## config.mk

```make
export PLATFORM = sky130hd
export DESIGN_NAME = seq_issue
export DESIGN_NICKNAME = d
export VERILOG_FILES = /design/src/rtl/seq_issue.sv
export SDC_FILE = /design/constraint.sdc
export NUM_CORES = 1
export LEC_CHECK = 0
export ABC_AREA = 1
export BUFFER_PORTS_ARGS = -buffer_cell sky130_fd_sc_hd__clkbuf_2
export CAP_MARGIN = 20
export CORE_ASPECT_RATIO = 0.5
export CORE_MARGIN = 5
export CORE_UTILIZATION = 30
export DETAILED_ROUTE_END_ITERATION = 10
export HOLD_SLACK_MARGIN = 0.05
export SETUP_SLACK_MARGIN = 0.2
export SLEW_MARGIN = 20
export SYNTH_ARGS = -nofsm -noshare
export SYNTH_HDL_FRONTEND = slang
export SYNTH_SLANG_ARGS = --single-unit
```

## constraint.sdc

```tcl
create_clock -name clk -period 1.43 [get_ports clk]
set_input_delay 0 -clock clk [delete_from_list [all_inputs] [get_ports clk]]
set_output_delay 0 -clock clk [all_outputs]
set_load 0.03 [all_outputs]
```

## src/rtl/seq_issue.sv

```systemverilog
// seq_issue: in-order issue sequencer for a four-register ALU datapath.
// One instruction in flight; results come back combinationally or after a wait.
module seq_issue #(
  parameter int alu_width      = 8,
  parameter int seq_op_width   = 2,
  parameter int seq_im_width   = 4,
  parameter int timeout_cycles = 15
) (
  input  logic                    clk,
  input  logic                    rst,
  input  logic [7:0]              i_inst,
  input  logic                    i_inst_valid,
  output logic                    o_inst_ready,
  output logic [alu_width-1:0]    o_alu_data_a,
  output logic [alu_width-1:0]    o_alu_data_b,
  output logic [seq_op_width-1:0] o_alu_op,
  output logic [seq_im_width-1:0] o_alu_const,
  output logic                    o_alu_valid,
  input  logic [alu_width-1:0]    i_alu_data,
  input  logic                    i_alu_valid,
  output logic [alu_width-1:0]    o_send_data,
  output logic                    o_send_valid,
  output logic                    o_err
);

  typedef enum logic [1:0] {
    IDLE,
    ISSUE,
    WAIT
  } state_t;

  localparam logic [1:0] OP_PUSH = 2'd0;
  localparam logic [1:0] OP_SEND = 2'd3;
  localparam logic [7:0] TMO     = 8'(timeout_cycles);

  state_t               state;
  logic [7:0]           inst_q;
  logic [7:0]           cnt;
  logic [alu_width-1:0] regs [4];

  logic [1:0] in_op;
  logic [1:0] in_ra;
  logic [1:0] in_rb;
  logic [1:0] in_rd;
  logic [1:0] q_op;
  logic [1:0] wb_rd;
  logic       unused_bits;

  assign in_op = i_inst[7:6];
  assign in_ra = i_inst[5:4];
  assign in_rb = i_inst[3:2];
  assign in_rd = i_inst[1:0];

  // push names its target in [5:4], add/multi in [1:0]
  assign q_op  = inst_q[7:6];
  assign wb_rd = (q_op == OP_PUSH) ? inst_q[5:4] : inst_q[1:0];

  assign unused_bits = ^inst_q[3:2];

  assign o_inst_ready = (state == IDLE);

  always_ff @(posedge clk or negedge rst) begin
    if (!rst) begin
      state        <= IDLE;
      inst_q       <= '0;
      cnt          <= '0;
      for (int i = 0; i < 4; i++) regs[i] <= '0;
      o_alu_data_a <= '0;
      o_alu_data_b <= '0;
      o_alu_op     <= '0;
      o_alu_const  <= '0;
      o_alu_valid  <= 1'b0;
      o_send_data  <= '0;
      o_send_valid <= 1'b0;
      o_err        <= 1'b0;
    end else begin
      o_alu_valid  <= 1'b0;
      o_send_valid <= 1'b0;
      o_err        <= 1'b0;
      unique case (state)
        IDLE: begin
          if (i_inst_valid) begin
            inst_q <= i_inst;
            state  <= ISSUE;
            // operands are captured here, so writeback never disturbs them
            unique case (1'b1)
              (in_op == OP_SEND): begin
                o_send_valid <= 1'b1;
                o_send_data  <= regs[in_ra];
              end
              (in_op == OP_PUSH): begin
                o_alu_valid  <= 1'b1;
                o_alu_op     <= seq_op_width'(in_op);
                o_alu_data_a <= regs[in_ra];
                o_alu_data_b <= '0;
                o_alu_const  <= seq_im_width'(i_inst[3:0]);
              end
              default: begin
                o_alu_valid  <= 1'b1;
                o_alu_op     <= seq_op_width'(in_op);
                o_alu_data_a <= regs[in_ra];
                o_alu_data_b <= regs[in_rb];
                o_alu_const  <= '0;
              end
            endcase
          end
        end
        ISSUE: begin
          if (q_op == OP_SEND) begin
            state <= IDLE;
          end else if (i_alu_valid) begin
            regs[wb_rd] <= i_alu_data;
            state       <= IDLE;
          end else begin
            cnt   <= '0;
            state <= WAIT;
          end
        end
        WAIT: begin
          if (i_alu_valid) begin
            regs[wb_rd] <= i_alu_data;
            state       <= IDLE;
          end else begin
            cnt <= cnt + 8'd1;
            if (cnt + 8'd1 == TMO) begin
              o_err <= 1'b1;
              state <= IDLE;
            end
          end
        end
        default: state <= IDLE;
      endcase
    end
  end

endmodule
```

---- Word-level counts from Yosys, hierarchy flattened ----
Index checks and enable logic that the tools add are counted.
storage, ports and cells
  output and inout bits ................... 34
  word-level logic and storage cells ...... 79
  register bits after elaboration ......... 83
operators by class
  reductions and logical operators ........ 11
  eq/ne operators ......................... 10
  add/sub/neg operators ................... 1
  muxes and demuxes ....................... 34
  bitwise logic cells ..................... 4
  $lt $le $gt $ge ......................... 4
operators with widths
  operator               number
  $mux W32               2
  $mux W8                8
  $pmux W32 S2           1
  $bmux W8 S2            2
  $bwmux W32             1
  $pmux W8 S2            2
  $demux W8 S2           1
  $mux W2                6
  $ge A3 B3 Y1 const B   3
  $mux W1                9
  $not A2 Y3             3
  $add A8 B1 Y8 const B  1
  $eq A8 B4 Y1 const B   1
  $ne A2 B2 Y1 const B   4
  $pmux W4 S2            1
  $eq A2 B2 Y1 const B   3
  $logic_not A2 Y1       3
  $pmux W2 S3            1
  $reduce_and A2 Y1      3
  $reduce_and A3 Y1      2
  $reduce_and A4 Y1      1
  $lt A3 B1 Y1 const B   1
  $ne A3 B3 Y1 const B   1
  $eq A2 B1 Y1 const B   1
  other kinds (3)        3

---- Logic depth before layout (Yosys ltp) ----
Gate-level depths: netlist of run 1.
  word-level depth ........................ 11
  gate-level depth with buffers ........... 10
  mapped depth without buffers ............ 10

---- Worst setup path before layout of run 1 ----
OpenSTA, ideal clock, no wires.
  kind .................................... reg-to-reg
  from .................................... register state[0]
  to ...................................... register o_send_data[0]
  library setup time ...................... 128 ps
  slack ................................... -245 ps
  arrival ................................. 1,547 ps
  stages on the path, launching flop included .. 8
  cells stage by stage .................... dfrtp_1 nor2_1 nand2_1 nor2_1 inv_1 buf_4 nand2_1 o21ai_0
between the ends
  longest elaborated chain between the ends .. 2
ends and longest elaborated chain
  item                         RTL line  RTL
  from (decl)                  36        state_t state;
  from (signal assigned)       64        state <= IDLE;
  from (signal assigned)       84        state <= ISSUE;
  from (signal assigned)       110       state <= IDLE;
  $logic_not A2 Y1             n/a
  via o_inst_ready             13        output logic o_inst_ready,
  $reduce_and A3 Y1 (no line)  n/a
  to (signal assigned)         89        o_send_data <= regs[in_ra];
  to (decl)                    21        output logic [alu_width-1:0] o_send_data,
The timed path passes the listed nets, and every way through them passes these cells.
A chain may end at the register's enable or synchronous reset.

---- Worst setup path in the final report of run 1 ----
  from .................................... register inst_q[6]
  to ...................................... register regs[23] (netlist bit)
between the ends
  longest elaborated chain between the ends .. 11
ends and longest elaborated chain
  item                                                                       RTL line  RTL
  from (decl)                                                                37        logic [7:0] inst_q;
  from (signal assigned)                                                     83        inst_q <= i_inst;
  $logic_not A2 Y1                                                           56        assign wb_rd = (q_op == OP_PUSH) ? inst_q[5:4] : inst_q[1:0];
  $mux W2                                                                    56
  $not A2 Y3 (implied by the code)                                           112, 121
  $ge A3 B3 Y1 (implied by the code) / $lt A3 B1 Y1 (equally long branches)  112, 121
  $logic_and A1 B1 Y1 (implied by the code)                                  112, 121
  $mux W8 (implied by the code)                                              112, 121
  $demux W8 S2                                                               112, 121
  $bwmux W32                                                                 112, 121
  $mux W32                                                                   111, 120
  $mux W32                                                                   109       if (q_op == OP_SEND) begin
  $pmux W32 S2                                                               80        unique case (state)
  to (signal, indexed assignment)                                            112       regs[wb_rd] <= i_alu_data;
  to (signal, indexed assignment)                                            121       regs[wb_rd] <= i_alu_data;
  to (decl)                                                                  39        logic [alu_width-1:0] regs [4];
Several ways; a longest one is shown, not always the timed one. The select of a mux whose other input is x is not followed.

==> impl_metrics.tcl, run 1 <==
set metrics [dict create \
    outcome "finished with violations" \
    failed_checks "negative setup slack" \
    clock_tree.buffer_depth 2 \
    first_iter_violations 256 \
    grt_antenna_before_repair 0 \
    net_count_synth 449 \
    hold_start "i_alu_data[2]" \
    timing_worst_slew_pin_value_ns 0.567 \
    boundaryPins 54 \
    timing.final.crit_share_pct 106 \
    clock_insertion_delay_worst_skew_ns 0.34 \
    antenna_cells_inserted 0 \
    drt_pass1_iterations 5 \
    commonest_non_fill_non_tap_cell_in_the_layout "sky130_fd_sc_hd__dfrtp_1" \
    post-dp-hpwl_mm 6.74 \
    number_of_buffers_added_on_ports 53 \
    numPlacedInstances 649 \
    grt_util_all_layers_pct 15.3 \
    initial_core_util_pct 31.2 \
    reg2reg_slack_ns -0.08 \
    timing.critical_path.fanout_max 8 \
    cellLeakagePower_nw 2.56 \
    layoutNonFillerInstCount 709 \
    wirelength_met1_mm 5.19 \
    met3RoutedLength_um 577 \
    cts_buffers 9 \
    drt.antenna.violating_nets 0 \
    finalHoldViolCount 0 \
    synth_seq_area_share_pct 53.9 \
    drt_drc_violations_left 0 \
    via_per_inst 4.82 \
    finalInstanceArea_um2 5550 \
    synthesis.area_um2 3760 \
    cts.clk_slew.worst_paths_ns 0.06 \
    critical-path-slowest-cell "sky130_fd_sc_hd__dfrtp_1" \
    worstHoldEndpoint "regs[2]" \
    floorplan.die.height_um 89.2 \
    ys.warnings.count 0 \
    place_ws_ns -0.0958 \
    final_design_utilization_pct 46.0 \
    num-fill-cells 1137 \
    power.total_mw 10.0 \
    register_bit_count_reported_by_yosys 81 \
    timing_max_transition_violations_final 0 \
    crit_path_largest_cell_delay_ns 0.43 \
    critical-path-top-delay-family "flip-flops" \
    via_count_of_the_first_global_routing_pass 3328 \
    maxCapViolations 0 \
    worst_clock_skew_ns 0.00634 \
    final_net_count 561 \
    h_tree_level_count 3 \
    arrival_ns 1.74 \
    max_freq_mhz 662 \
    crit_type "register to register" \
    floorplan.die.width_um 168 \
    slew_headroom_pct 62.2 \
    timing.critical_path.buf_inv 2 \
    power.ir.vdd_worst_mv 0.749 \
    wl_per_cell_um 16.0 \
    critical_path_endpoint_category "register" \
    fin_crit_ns 1.51 \
    drive_above_1_share_pct 43.0 \
    layout.cells.most_common_list "77 x sky130_fd_sc_hd__dfrtp_1, 60 x sky130_fd_sc_hd__nand2_1, 51 x sky130_fd_sc_hd__clkbuf_2, 41 x sky130_fd_sc_hd__o21ai_2, 40 x sky130_fd_sc_hd__nor2_1" \
    area_delta_synth_final_pct 47.4 \
    hold_depth 3 \
    postSynthAreaPerCell_um2 8.81 \
    setup_viol 49 \
    top_signal_layer_used "met4" \
    layout_setup_ws_ns -0.0795 \
    rsz0062_at_grt "yes" \
    grt_first_pass_wirelength_mm 17.8 \
    detailroute.via_count 3420 \
    timing.critical_path.cells "buf_4 -> o21ai_2 -> nand2_2 -> nor2_2 -> nand2_4 -> clkbuf_16 -> nand2_2 -> o21ai_2" \
    floorplan.die_area_um2 15000 \
    synth_cell_type_count 21 \
    crit-reg2reg-capture "regs[23]" \
    worst_r2r_path_depth 8 \
    routed_wirelength_mm 11.4 \
    startpoint_type "register" \
    origin_of_the_critical_flop_to_flop_path "inst_q[6]" \
    timing.hold.worst.class "primary input to register" \
    root_buffer "sky130_fd_sc_hd__clkbuf_16" \
    power.density_cell_area_nw_per_um2 1810 \
    setup_total_negative_slack_ns -2.39 \
    grt_total_ovfl 0 \
    tritoncts_num_sinks 81 \
    route.met2.wl_mm 5.47 \
    detailed_place.area_um2 4350 \
    minimum_hold_slack_ns 0.00925 \
    floorplan.core_area_um2 12100 \
    tritoncts "yes" \
    worst_ep_required_time_ns 1.66 \
    placement_rows 28 \
    place_congestion 0.746 \
    grt_start_max_net_pins 47 \
    netlist_instances 427 \
]
==> layout make-up <==
type	instances	area (um^2)	area share [%]
Timing Repair inverter	2	23.8	0.429
Inverter	35	170	3.07
Sequential cell	81	2030	36.6
Multi-Input combinational cell	300	1900	34.2
Timing Repair Buffer	110	917	16.5
Tap cell	165	206	3.72
Clock inverter	4	52.6	0.947
Clock buffer	12	246	4.44
==> timing repair <==
action | 4_1_cts | 5_1_grt
hold buffers | 14 | 0
buffers inserted | 19 | 4
endpoints found under the setup margin | 72 | 81
pin swaps | 33 | 15
endpoints found under the hold margin | 122 | 0
cloned | 4 | 3
gates resized for setup | 84 | 65
==> cells in the mapped netlist <==
library cell	instances	area, um^2
sky130_fd_sc_hd__nand2_1	103	387
sky130_fd_sc_hd__dfrtp_1	81	2030
sky130_fd_sc_hd__o21ai_0	70	350
sky130_fd_sc_hd__nor2_1	47	176
sky130_fd_sc_hd__inv_1	34	128
sky130_fd_sc_hd__o21ai_2	23	201
sky130_fd_sc_hd__o22a_1	16	140
sky130_fd_sc_hd__o21ai_1	15	75.1
sky130_fd_sc_hd__buf_2	7	35.0
sky130_fd_sc_hd__nand3_1	7	35.0
sky130_fd_sc_hd__nor2_2	5	31.3
sky130_fd_sc_hd__buf_6	4	45.0
sky130_fd_sc_hd__nand2_2	3	18.8
sky130_fd_sc_hd__o22ai_1	3	18.8
sky130_fd_sc_hd__ha_1	2	25.0
sky130_fd_sc_hd__nand3_4	2	35.0
sky130_fd_sc_hd__buf_4	1	7.51
sky130_fd_sc_hd__clkbuf_1	1	3.75
sky130_fd_sc_hd__inv_2	1	3.75
sky130_fd_sc_hd__nor2_4	1	11.3
sky130_fd_sc_hd__xor2_1	1	8.76
==> layer usage <==
layer | up-vias | global-route usage (%)
met5 | - | 0
met4 | 0 | 4.05
met3 | 10 | 5.17
met2 | 75 | 23.8
met1 | 1690 | 20.6
li1 | 1645 | -
==> worst max path at each step <==
stage | startpoint | cells after the start | slack (ns) | endpoint
2_1_floorplan | inst_q[6] | 9 | 0.06 | regs[30]
3_3_place_gp | state[1] | 7 | -0.03 | regs[0]
3_5_place_dp | inst_q[6] | 8 | -0.1 | regs[2]
4_1_cts | inst_q[7] | 9 | -0.06 | regs[2]
5_1_grt | state[1] | 8 | -0.17 | o_send_data[2]
6_report | inst_q[6] | 8 | -0.08 | regs[23]
==> cell families after synthesis <==
family          after synthesis  synth area share (%)
buf+inv                      48                  5.92
simple gates                168                  18.5
flops                        81                  53.9
compound gates              127                  20.9
xor+xnor                      1                 0.233
fa+ha+maj                     2                 0.665
==> worst register-to-register path: stages, from the launching register on <==
cell and delay (ns):
sky130_fd_sc_hd__dfrtp_1 0.43, sky130_fd_sc_hd__buf_4 0.17, sky130_fd_sc_hd__o21ai_2 0.15, sky130_fd_sc_hd__nand2_2 0.11, sky130_fd_sc_hd__nor2_2 0.17, sky130_fd_sc_hd__nand2_4 0.09
sky130_fd_sc_hd__clkbuf_16 0.17, sky130_fd_sc_hd__nand2_2 0.06, sky130_fd_sc_hd__o21ai_2 0.04
==> flip-flops by register name, summed over array words and instances, names as in the netlist, 2 cells and up <==
| name | count |
|---|---|
| cnt | 8 |
| inst_q | 6 |
| o_alu_const | 4 |
| regs | 32 |
| o_alu_op | 2 |
| o_alu_data_a | 8 |
| state | 2 |
| o_alu_data_b | 8 |
| o_send_data | 8 |
==> where the power goes <==
group          switching (mW)  internal, mW  leakage [nW]
sequential              0.749          3.13          1.04
clock                   0.929          1.40         0.135
combinational            2.27          1.56          1.38
Note: power is estimated with default switching activity, not from simulation.
==> run 2, diff against run 1 <==
--- a/config.mk
+++ b/config.mk
@@ -8,11 +8,14 @@
 export ABC_AREA = 1
 export BUFFER_PORTS_ARGS = -buffer_cell sky130_fd_sc_hd__clkbuf_2
 export CAP_MARGIN = 20
+export CELL_PAD_IN_SITES_DETAIL_PLACEMENT = 1
+export CELL_PAD_IN_SITES_GLOBAL_PLACEMENT = 1
 export CORE_ASPECT_RATIO = 0.5
 export CORE_MARGIN = 5
 export CORE_UTILIZATION = 30
 export DETAILED_ROUTE_END_ITERATION = 10
 export HOLD_SLACK_MARGIN = 0.05
+export PLACE_DENSITY_LB_ADDON = 0.1
 export SETUP_SLACK_MARGIN = 0.2
 export SLEW_MARGIN = 20
 export SYNTH_ARGS = -nofsm -noshare
==> run 2 against run 1 <==
The flow still finishes with violations (negative setup slack). Clock-buffer cell count up 3. Clock skew hardly changed. Core utilization up 0.22 points. Worst hold slack improved by 0.052 ns. Power decreased by 1.3%. Non-clock buffer count grew 4. Fmax fell by 4.7%. Register-to-register slack got worse by 0.07 ns. Critical endpoint is now regs[30]. Highest routed layer unchanged.
==> impl_metrics.tcl, run 2 (same netlist as run 1, synthesis figures left out) <==
set metrics [dict create \
    critical_path_endpoint_category "register" \
    seq_area_um2 2030 \
    fraction_of_met3_tracks_used_by_global_routing_pct 4.02 \
    top_register_by_number_of_flip_flops "regs" \
    setup_total_negative_slack_ns -4.06 \
    tritoncts_num_sinks 81 \
    placement_rows 28 \
    floorplan.die.height_um 89.2 \
    root_buffer "sky130_fd_sc_hd__clkbuf_16" \
    switching_share_pct 39.6 \
    clock_tree.buffer_depth 2 \
    finalInstanceArea_um2 5570 \
    drt_pass1_iterations 4 \
    multi_input_gate_area_in_the_final_layout_um2 1900 \
    routed_wirelength_mm 12.6 \
    rsz0062_at_grt "yes" \
    timing.critical_path.fanout_max 8 \
    power.ir.vdd_worst_mv 0.609 \
    globalRouteMet1Util_pct 24.5 \
    grt_total_ovfl 0 \
    drt.antenna.violating_nets 0 \
    arrival_ns 1.81 \
    via_count_of_the_first_global_routing_pass 3641 \
    slew_headroom_pct 71.1 \
    critPathMostFrequentCell "sky130_fd_sc_hd__nor2_4" \
    floorplan.die.width_um 168 \
    power.total_mw 9.90 \
    worst_clock_skew_ns 0.00601 \
    grt_start_max_net_pins 26 \
    drt_drc_violations_left 0 \
    power.density_cell_area_nw_per_um2 1780 \
    maxCapViolations 0 \
    timing_worst_slew_pin_value_ns 0.433 \
    grt_first_pass_wirelength_mm 20.4 \
    finalHoldViolCount 0 \
    number_of_buffers_added_on_ports 53 \
    switching_power_mw 3.92 \
    share_of_total_power_in_combinational_logic_pct 39.8 \
    place_ws_ns -0.118 \
    layoutNonFillerInstCount 709 \
    p_clk_share_pct 21.3 \
    largest_register_ff_count 32 \
    crit_type "register to register" \
    detailed_place.area_um2 4430 \
    internal_power_mw 5.98 \
    pwr-share-seq_pct 38.9 \
    first_iter_violations 142 \
    commonest_non_fill_non_tap_cell_in_the_layout "sky130_fd_sc_hd__dfrtp_1" \
    max_freq_mhz 631 \
    floorplan.core_area_um2 12100 \
    setup_viol 39 \
    numPlacedInstances 656 \
    boundaryPins 54 \
    layout.cells.most_common_list "79 x sky130_fd_sc_hd__dfrtp_1, 53 x sky130_fd_sc_hd__nand2_1, 51 x sky130_fd_sc_hd__clkbuf_2, 43 x sky130_fd_sc_hd__nand2_2" \
    area_delta_synth_final_pct 48.1 \
    clock_insertion_delay_worst_skew_ns 0.34 \
    wl_per_cell_um 17.7 \
    cts.clk_slew.worst_paths_ns 0.06 \
    grt_antenna_before_repair 0 \
    timing.final.crit_share_pct 111 \
    failed_checks "negative setup slack" \
    outcome "finished with violations" \
    critical-path-slowest-cell "sky130_fd_sc_hd__dfrtp_1" \
    crit_path_largest_cell_delay_ns 0.41 \
    h_tree_level_count 3 \
    post-dp-hpwl_mm 8.03 \
    timing_max_transition_violations_final 0 \
    tritoncts "yes" \
    timing.hold.worst.class "primary input to register" \
    detailroute.via_count 3450 \
    cts_buffers 9 \
    place_congestion 0.739 \
    via_per_inst 4.87 \
    floorplan.die_area_um2 15000 \
    grt_util_all_layers_pct 17.8 \
    busiest_layer "met2" \
    worst_ep_required_time_ns 1.65 \
    drive_above_1_share_pct 43.2 \
    layout_setup_ws_ns -0.154 \
    num-fill-cells 1416 \
    final_net_count 562 \
    initial_core_util_pct 31.2 \
    fin_crit_ns 1.58 \
    timing.critical_path.cells "buf_4 -> nor2_4 -> nand2_2 -> o21ai_4 -> inv_2 -> nor2_4 -> nand2_4 -> buf_12 -> nand2_1 -> o21ai_2" \
    cellLeakagePower_nw 2.59 \
    use_met2_pct 29.1 \
    startpoint_type "register" \
    antenna_cells_inserted 0 \
]
==> run 2: path summary, 6_finish.rpt <==
| kind | startpoint | end | slack [ns] | depth (start not counted) |
|---|---|---|---|---|
| hold reg to reg | o_alu_data_b[7] | o_alu_data_b[7] | 0.48 | 2 |
| min in group asynchronous | rst | regs[30] | 0.12 | 2 |
| setup / recovery | inst_q[6] | regs[30] | -0.15 | 10 |
| hold / removal | i_inst[7] | o_alu_const[2] | 0.06 | 4 |
| max in group asynchronous | rst | o_alu_data_a[0] | 0.81 | 3 |
| setup reg to reg | inst_q[6] | regs[30] | -0.15 | 10 |
==> run 2: what timing repair did <==
item / CTS / global route
setup endpoints to repair: 72 / 81
resized for setup: 116 / 32
hold buffers: 15 / 0
hold endpoints to repair: 122 / 0
buffers inserted: 16 / 2
pin swaps: 30 / 13
cloned: 5 / 0
==> run 2: layout make-up <==
| cell class | count | area share, % |
|---|---|---|
| multi-input combinational | 299 | 34.0 |
| sequential | 81 | 36.4 |
| tap | 165 | 3.70 |
| timing repair buffer | 114 | 18.6 |
| inverter | 35 | 2.67 |
| clock buffer | 15 | 4.62 |
==> run 2: metrics by stage <==
step / utilization, % / hold WS (ns)
floorplan: - / -0.296
global placement: 36.8 / -0.0545
detailed placement: 36.8 / -0.0494
CTS: 45.3 / 0.0509
global route: 46.3 / 0.105
finish: 46.3 / 0.0614
==> run 2: power by group through the flow <==
stage / Clock (mW) / Sequential, mW / Combinational [mW]
after global routing: 2.27 / 3.99 / 4.27
after floorplan: 0 / 4.20 / 1.54
final: 2.11 / 3.86 / 3.94
after detailed placement: 0 / 3.79 / 3.07
after global placement: 0 / 3.79 / 3.00
after CTS: 2.16 / 3.83 / 3.83
==> run 2: critical path, delay by kind of cell, from the launching register on <==
kind                   cells  cell delay (ns)
DFF                        1             0.41
AOI/OAI and AO/OA          2             0.13
and+or+nand+nor            5             0.50
buffers and inverters      3             0.41
==> run 2: routing by layer <==
layer  wire length, um  share of wire, %  vias to the layer above
li1                  -                 -                     1647
met3               415               3.3                       13
met1              6230                50                     1737
met4               119              0.95                        0
met5                 0                 0                        -
met2              5810                46                       53
